===== config.mk =====
export PLATFORM = sky130hd
export DESIGN_NAME = seq_detect_param_flat
export DESIGN_NICKNAME = d
export VERILOG_FILES = /design/src/rtl/seq_detect_param_if.sv /design/src/rtl/seq_detect_param.sv /design/src/flat_wrapper.sv
export SDC_FILE = /design/constraint.sdc
export NUM_CORES = 1
export LEC_CHECK = 0
export CAP_MARGIN = 5
export CORE_UTILIZATION = 30
export DETAILED_ROUTE_END_ITERATION = 10
export PLACE_DENSITY = 0.56
export SLEW_MARGIN = 40
export SYNTH_ARGS = -nofsm -noshare
export SYNTH_HDL_FRONTEND = slang
export SYNTH_SLANG_ARGS = --single-unit

===== constraint.sdc =====
create_clock -name clk -period 2.9 [get_ports clk]
set_clock_uncertainty 0.05 [all_clocks]
set_input_delay 0.58 -clock clk [delete_from_list [all_inputs] [get_ports clk]]
set_output_delay 0.58 -clock clk [all_outputs]
set_load 0.05 [all_outputs]

===== src/rtl/seq_detect_param_if.sv =====
// Serial detector port bundle: bitstream plus configuration in, match pulse and count out.
// Master drives stream/config; slave is the detector.
interface seq_detect_param_if #(
    parameter int MAX_LEN = 8,
    parameter int CNT_W   = 8
);
    localparam int LW = $clog2(MAX_LEN + 1);

    logic               in;
    logic               in_valid;
    logic               cfg_load;
    logic [MAX_LEN-1:0] cfg_pattern;
    logic [LW-1:0]      cfg_len;
    logic               cfg_overlap;
    logic               out;
    logic [CNT_W-1:0]   match_count;

    modport master (
        output in, in_valid, cfg_load, cfg_pattern, cfg_len, cfg_overlap,
        input  out, match_count
    );

    modport slave (
        input  in, in_valid, cfg_load, cfg_pattern, cfg_len, cfg_overlap,
        output out, match_count
    );
endinterface


===== src/rtl/seq_detect_param.sv =====
// Runtime-programmable serial pattern detector with saturating match counter.
// Match pulse one cycle after the last bit; no backpressure, in_valid gaps hold all state.
module seq_detect_param #(
    parameter int                 MAX_LEN     = 8,
    parameter int                 CNT_W       = 8,
    parameter logic [MAX_LEN-1:0] RST_PATTERN = MAX_LEN'(8'b0000_1011),
    parameter int                 RST_LEN     = 4,
    parameter bit                 RST_OVERLAP = 1'b1
) (
    input  logic              clk,
    input  logic              rst,
    seq_detect_param_if.slave bus
);
    localparam int            LW    = $clog2(MAX_LEN + 1);
    localparam logic [LW-1:0] MAX_L = LW'(MAX_LEN);
    localparam logic [LW-1:0] RST_L = (RST_LEN < 1)       ? LW'(1) :
                                      (RST_LEN > MAX_LEN) ? MAX_L  : LW'(RST_LEN);

    logic [MAX_LEN-1:0] pattern_q, pattern_d;
    logic [MAX_LEN-1:0] hist_q, hist_d, hist_sh, mask;
    logic [LW-1:0]      len_q, len_d;
    logic [LW-1:0]      fill_q, fill_d, fill_inc;
    logic [LW-1:0]      cfg_len_eff;
    logic               overlap_q, overlap_d;
    logic               out_q, out_d;
    logic               match;
    logic [CNT_W-1:0]   cnt_q, cnt_d;

    always_ff @(posedge clk or posedge rst) begin
        if (rst) begin
            pattern_q <= RST_PATTERN;
            len_q     <= RST_L;
            overlap_q <= RST_OVERLAP;
            hist_q    <= '0;
            fill_q    <= '0;
            out_q     <= 1'b0;
            cnt_q     <= '0;
        end else begin
            pattern_q <= pattern_d;
            len_q     <= len_d;
            overlap_q <= overlap_d;
            hist_q    <= hist_d;
            fill_q    <= fill_d;
            out_q     <= out_d;
            cnt_q     <= cnt_d;
        end
    end

    always_comb begin
        // Stored length is always 1..MAX_LEN so the window compare never degenerates.
        cfg_len_eff = bus.cfg_len;
        if (bus.cfg_len == '0) begin
            cfg_len_eff = LW'(1);
        end else if (bus.cfg_len > MAX_L) begin
            cfg_len_eff = MAX_L;
        end

        hist_sh  = {hist_q[MAX_LEN-2:0], bus.in};
        fill_inc = (fill_q >= len_q) ? len_q : fill_q + 1'b1;

        for (int i = 0; i < MAX_LEN; i++) begin
            mask[i] = (LW'(i) < len_q);
        end
        match = (fill_inc == len_q) && (((hist_sh ^ pattern_q) & mask) == '0);

        pattern_d = pattern_q;
        len_d     = len_q;
        overlap_d = overlap_q;
        hist_d    = hist_q;
        fill_d    = fill_q;
        cnt_d     = cnt_q;
        out_d     = 1'b0;

        if (bus.cfg_load) begin
            pattern_d = bus.cfg_pattern;
            len_d     = cfg_len_eff;
            overlap_d = bus.cfg_overlap;
            hist_d    = '0;
            fill_d    = '0;
            cnt_d     = '0;
        end else if (bus.in_valid) begin
            hist_d = hist_sh;
            out_d  = match;
            // Non-overlap restarts the window so the next hit needs len fresh bits.
            fill_d = (match && !overlap_q) ? '0 : fill_inc;
            if (match && (cnt_q != '1)) begin
                cnt_d = cnt_q + 1'b1;
            end
        end
    end

    assign bus.out         = out_q;
    assign bus.match_count = cnt_q;
endmodule

===== src/flat_wrapper.sv =====
// flat-port wrapper written by rule: the top's interface ports become plain ports
module seq_detect_param_flat 
#(
    parameter int                 MAX_LEN     = 8,
    parameter int                 CNT_W       = 8,
    parameter logic [MAX_LEN-1:0] RST_PATTERN = MAX_LEN'(8'b0000_1011),
    parameter int                 RST_LEN     = 4,
    parameter bit                 RST_OVERLAP = 1'b1
)
  (clk, rst, bus_in, bus_in_valid, bus_cfg_load, bus_cfg_pattern, bus_cfg_len, bus_cfg_overlap, bus_out, bus_match_count);
  seq_detect_param_if #(.MAX_LEN(MAX_LEN), .CNT_W(CNT_W)) bus_i ();
  input  logic clk;
  input  logic rst;
  input wire logic [$bits(bus_i.in)-1:0] bus_in;
  input wire logic [$bits(bus_i.in_valid)-1:0] bus_in_valid;
  input wire logic [$bits(bus_i.cfg_load)-1:0] bus_cfg_load;
  input wire logic [$bits(bus_i.cfg_pattern)-1:0] bus_cfg_pattern;
  input wire logic [$bits(bus_i.cfg_len)-1:0] bus_cfg_len;
  input wire logic [$bits(bus_i.cfg_overlap)-1:0] bus_cfg_overlap;
  output wire logic [$bits(bus_i.out)-1:0] bus_out;
  output wire logic [$bits(bus_i.match_count)-1:0] bus_match_count;
  assign bus_i.in = bus_in;
  assign bus_i.in_valid = bus_in_valid;
  assign bus_i.cfg_load = bus_cfg_load;
  assign bus_i.cfg_pattern = bus_cfg_pattern;
  assign bus_i.cfg_len = bus_cfg_len;
  assign bus_i.cfg_overlap = bus_cfg_overlap;
  assign bus_out = bus_i.out;
  assign bus_match_count = bus_i.match_count;
  seq_detect_param #(.MAX_LEN(MAX_LEN), .CNT_W(CNT_W), .RST_PATTERN(RST_PATTERN), .RST_LEN(RST_LEN), .RST_OVERLAP(RST_OVERLAP)) u_core (.clk(clk), .rst(rst), .bus(bus_i));
endmodule

# Word-level counts from Yosys, hierarchy flattened
# Cells that the tools add are included.
[op_classes]
shift = 0
mux = 13
n_reduce_logical = 9
order_cmp = 10
bitwise = 2
div_mod_pow = 0
mul = 0
addsub = 2
eq_ne = 2
[op_table]
columns = ["operator", "n"]
rows = [
  ["$mux W4", 6],
  ["$mux W8", 3],
  ["$lt A3 B4 Y1 const A", 4],
  ["$mux W7", 2],
  ["$add A8 B1 Y8 const B", 1],
  ["$and A8 B8 Y8", 1],
  ["$logic_not A8 Y1", 1],
  ["$lt A1 B4 Y1 const A", 2],
  ["$lt A2 B4 Y1 const A", 2],
  ["$ne A8 B8 Y1 const B", 1],
  ["$xor A8 B8 Y8", 1],
  ["$add A4 B1 Y4 const B", 1],
  ["$eq A4 B4 Y1", 1],
  ["$ge A4 B4 Y1", 1],
  ["$gt A4 B4 Y1 const B", 1],
  ["$logic_not A4 Y1", 1],
  ["$reduce_bool A2 Y1", 2],
  ["$logic_and A1 B1 Y1", 3],
  ["$mux W1", 2],
  ["$reduce_and A2 Y1", 1],
  ["$logic_not A1 Y1", 1],
]
[totals]
memories = 0
inputBits = 18
mem_bits_rw = 0
register_bits = 33
rom_bits = 0
latch_bits = 0
out_inout_bits = 9
wordCells = 45

# Depth between registers and ports, before layout
[logic_depth]
ltp_word = 8
depth_mapped = 9
depth_no_buf = 8

# Least setup slack after synthesis
# Ideal clock, no wire load.
[synth_path]
path_kind = "register to register"
start = "reg u_core.fill_q[0]"
end = "reg u_core.fill_q[3]"
t_required_ns = 2.712
stages_incl_launch_ff = 8
synth_period_minus_slack_ns = 2.139
setup_ns = 0.138
arrival_ns = 1.950
n_path_buf = 1
path_slack_ns = 0.761
path_cell_list = "dfrtp_1 ha_1 xor2_1 nor4_2 o211ai_2 buf_2 o21ai_0 o211ai_1"
[synth_between]
elab_chain_len = 8
word_cells_on_any_way = 9
cone_classes = "add/sub (1); order compare (1); eq/ne (1); mux (4); reduce/logical (2)"
[synth_lines]
columns = ["element", "line", "text"]
rows = [
  ["from (decl)", "seq_detect_param.sv:22", "logic [LW-1:0] fill_q, fill_d, fill_inc;"],
  ["from (signal assigned)", "seq_detect_param.sv:43", "fill_q <= fill_d;"],
  ["$add A4 B1 Y4 / $ge A4 B4 Y1 (equally long branches)", "seq_detect_param.sv:59", "fill_inc = (fill_q >= len_q) ? len_q : fill_q + 1'b1;"],
  ["$mux W4 (*)", "seq_detect_param.sv:59", ""],
  ["$eq A4 B4 Y1", "seq_detect_param.sv:64", "match = (fill_inc == len_q) && (((hist_sh ^ pattern_q) & mask) == '0);"],
  ["$logic_and A1 B1 Y1", "seq_detect_param.sv:64", ""],
  ["$logic_and A1 B1 Y1", "seq_detect_param.sv:85", "fill_d = (match && !overlap_q) ? '0 : fill_inc;"],
  ["$mux W4 (*)", "seq_detect_param.sv:85", ""],
  ["$mux W4 (*)", "seq_detect_param.sv:81", "end else if (bus.in_valid) begin"],
  ["$mux W4 (*)", "seq_detect_param.sv:74", "if (bus.cfg_load) begin"],
]
# Mark *: on every way between the ends. The rest lies on a longest branch, timed or not. The select of a mux whose other input is x is not followed.
# A chain may end at the register's enable or synchronous reset.

# Worst setup path after layout
[layout_path]
start = "reg u_core.fill_q[0]"
end = "reg u_core.cnt_q[7] (netlist: u_core.bus.match_count[7])"
[layout_between]
elab_chain_len = 7
word_cells_on_any_way = 8
cone_classes = "add/sub (1); order compare (1); eq/ne (1); mux (1); reduce/logical (4)"
[layout_lines]
columns = ["element", "line", "text"]
rows = [
  ["$add A4 B1 Y4 / $ge A4 B4 Y1 (equally long branches)", "seq_detect_param.sv:59", ""],
  ["$mux W4 (*)", "seq_detect_param.sv:59", ""],
  ["$eq A4 B4 Y1 (*)", "seq_detect_param.sv:64", ""],
  ["$logic_and A1 B1 Y1 (*)", "seq_detect_param.sv:64", ""],
  ["$logic_and A1 B1 Y1 (*)", "seq_detect_param.sv:86", "if (match && (cnt_q != '1)) begin"],
  ["$reduce_bool A2 Y1 (no source line) (*)", "n/a", ""],
  ["$reduce_and A2 Y1 (no source line) (*)", "n/a", ""],
  ["to (signal assigned)", "seq_detect_param.sv:45", "cnt_q <= cnt_d;"],
  ["to (decl)", "seq_detect_param.sv:27", "logic [CNT_W-1:0] cnt_q, cnt_d;"],
]
# Mark *: on every way between the ends. The rest lies on a longest branch, timed or not.

==> results.sh <==
export IMPL_outcome="finished clean"
export IMPL_crit_required_ns=3.06
export IMPL_design_core_area_um2=5886
export IMPL_grt_ovfl_total=0
export IMPL_die_area_um2=6392
export IMPL_place_hpwl_um=2874
export IMPL_clkTransAtPathRegs_ns=0.07
export IMPL_synth_edff_count=0
export IMPL_worst_slack_ns=0.3057
export IMPL_slew_violations=0
export IMPL_num_nets_final=237
export IMPL_relSlewSlack_pct=60.19
export IMPL_viasPerCell=4.965
export IMPL_cts_root_buf="clkbuf_8"
export IMPL_place_ws_ns=0.1200
export IMPL_synth_compound_area_share_pct=14.89
export IMPL_ys_async_sr_fraction_pct=100.0
export IMPL_finalSetupViolations=0
export IMPL_grt_max_degree=34
export IMPL_port_buffers=26
export IMPL_drive_above_1_share_pct=14.02
export IMPL_fin_crit_sh_pct=89.46
export IMPL_met1_length_um=1877
export IMPL_arrival_ns=2.76
export IMPL_fmax_ghz=0.3855
export IMPL_syn_cell_area_um2=1823
export IMPL_wire_per_inst_um=13.61
export IMPL_rsz0062_at_grt="no"
export IMPL_gp_congestion=0.7415
export IMPL_power_density_nw_per_um2=492.6
export IMPL_fin_util_pct=38.67
export IMPL_grt_pass1_wl_um=6734
export IMPL_io_pins=27
export IMPL_antenna_found_initial=0
export IMPL_clk_latency_ns=0.29
export IMPL_critPathCaptureType="register"
export IMPL_synthAdderAreaFrac_pct=4.118
export IMPL_fin_setup_tns_ns=0
export IMPL_synthCells=182
export IMPL_cap_violations=0
export IMPL_path_max_fanout=16
export IMPL_synth_cell_types=39
export IMPL_initial_core_util_pct=30.97
export IMPL_yosys_top_cells_count="28 x dfrtp_1, 13 x a21oi_1, 13 x o21ai_0"
export IMPL_peakVddDrop_mv=0.1873
export IMPL_critPathLaunchType="register"
export IMPL_cts_sinks=33
export IMPL_rows=28
export IMPL_synth_seq_cells=33
export IMPL_seq_area_frac_synth_pct=45.64
export IMPL_synth_top_area_cell="dfrtp_1"
export IMPL_synth_top_family_by_area="compound AO/OA/AOI/OAI gates"
export IMPL_postCtsSetupBuffers=0
export IMPL_numCtsBuffers=5
export IMPL_hold_violations=0
export IMPL_wl_um=3934
export IMPL_cts_tree="built"
export IMPL_critPathKind="register to register"
export IMPL_synth_xor_area_share_pct=6.726
export IMPL_h_tree_depth=2
export IMPL_met2_length_um=1878
export IMPL_yosysMostFrequentCell="dfrtp_1"
export IMPL_p_leak_nw=0.9306
export IMPL_grt_use_total_pct=14.02
export IMPL_grt_pass1_vias=1421
export IMPL_avgSynthCellArea_um2=10.02
export IMPL_num_antenna_cells=0
export IMPL_area_delta_synth_final_pct=24.85
export IMPL_clock_path_buffers=2
export IMPL_die_h_um=79.95
export IMPL_holdCritPathClass="register to register"
export IMPL_synth_top_area_share_pct=38.44
export IMPL_dieWidth_um=79.95
export IMPL_worst_slew_pin_slew_ns=0.5953
export IMPL_route_met3_wl_um=122
export IMPL_ctsResizeCount=0
export IMPL_min_period_ns=2.594
export IMPL_yosys_area_share_simple_pct=14.48
export IMPL_drtPass1Iterations=4
export IMPL_top_layer="met4"
export IMPL_synth_net_count=206
export IMPL_synthFlopType="dfrtp_1"
export IMPL_route_detailed_drc=0
export IMPL_dpl_cell_area_um2=2195
export IMPL_synth_area_top_cells="dfrtp_1 38%, dfstp_2 7.2%, xnor2_1 5.8%"
export IMPL_ant_nets=0
export IMPL_synthMuxAreaShare_pct=9.952
export IMPL_vias=1435
export IMPL_drt_iter0_drc=118
export IMPL_postCtsHoldBufs=0
export IMPL_fin_area_um2=2276
export IMPL_synth_warnings=0
[cell usage in the layout (no fill, tap or decap), types with 2 or more instances in the layout]
master,synthesis,routed
dfstp_2,5,5
o22ai_1,3,3
clkdlybuf4s50_1,0,26
xnor2_1,12,12
o31ai_1,5,5
nand3_1,8,8
or4_1,5,5
o31a_1,2,2
mux2i_1,8,8
ha_1,6,6
nor4_1,2,2
buf_4,0,7
nand3b_1,2,2
a21oi_1,13,13
clkbuf_1,6,2
nand2_1,9,9
mux2_2,9,9
nor2_1,12,12
dfrtp_1,28,28
inv_1,11,11
or3_1,2,2
xor2_1,2,2
clkbuf_8,0,5
o21ai_0,13,13
[routing by layer]
metal	GRT usage, %	vias up
met2	22.31	20
met1	18.45	695
li1	-	713
met3	3.429	7
met5	0	-
met4	4.821	0
[layout make-up]
cell class              instances  area [µm²]
clock buffers                   7       76.32
inverters                      11       41.29
flip-flops and latches         33       832.0
fillers                       616        3610
well taps                      75       93.84
clock inverters                 1       5.005
repair buffers                 33       312.8
multi-input cells             129       914.6
[path summary, 6_finish.rpt]
path	cells past startpoint	slack (ns)	endpoint	start
min in group asynchronous	3	0.63	u_core.bus.match_count[6]	rst
max reg2reg	6	0.31	u_core.bus.match_count[7]	u_core.fill_q[0]
max in group asynchronous	3	1.83	u_core.pattern_q[1]	rst
max	6	0.31	u_core.bus.match_count[7]	u_core.fill_q[0]
min	1	0.49	u_core.pattern_q[7]	u_core.pattern_q[7]
min reg2reg	1	0.49	u_core.pattern_q[7]	u_core.pattern_q[7]
[through the flow]
stage / total power [mW] / cells / hold slack (ns)
after floorplan: 0.7101 / 182 / 0.4522
after CTS: 1.135 / 289 / 0.4945
after detailed placement: 0.7964 / 281 / 0.4793
final: 1.121 / 289 / 0.4880
after global placement: 0.7902 / 281 / 0.4703
after global routing: 1.189 / 289 / 0.5169
[kinds of logic (layout without fill, tap and decap cells)]
kind of cell | count (synthesis) | in the layout
compound gates | 43 | 43
xor+xnor | 14 | 14
fa+ha+maj | 6 | 6
buf+inv | 20 | 52
flops | 33 | 33
mux | 17 | 17
simple gates | 49 | 49
[where the power goes]
part	switching [mW]	leakage [nW]	total, mW	internal (mW)
Clock	0.169	0.0422	0.337	0.168
Sequential	0.0379	0.426	0.533	0.495
Combinational	0.131	0.463	0.251	0.120
Total	0.338	0.931	1.12	0.783
[registers in the layout, summed over array words and instances, names as in the netlist]
name                    cells
u_core.pattern_q            8
u_core.hist_q               7
u_core.len_q                4
u_core.fill_q               4
u_core.overlap_q            1
u_core.bus.out              1
u_core.bus.match_count      8
[critical path, stage by stage, from the launching register on]
cell and delay [ns]:
dfrtp_1 0.46, ha_1 0.35, xor2_1 0.16, nor4_2 0.44
o211ai_2 0.33, or4_1 0.58, a21oi_1 0.15
Note: power is estimated with default switching activity, not from simulation.
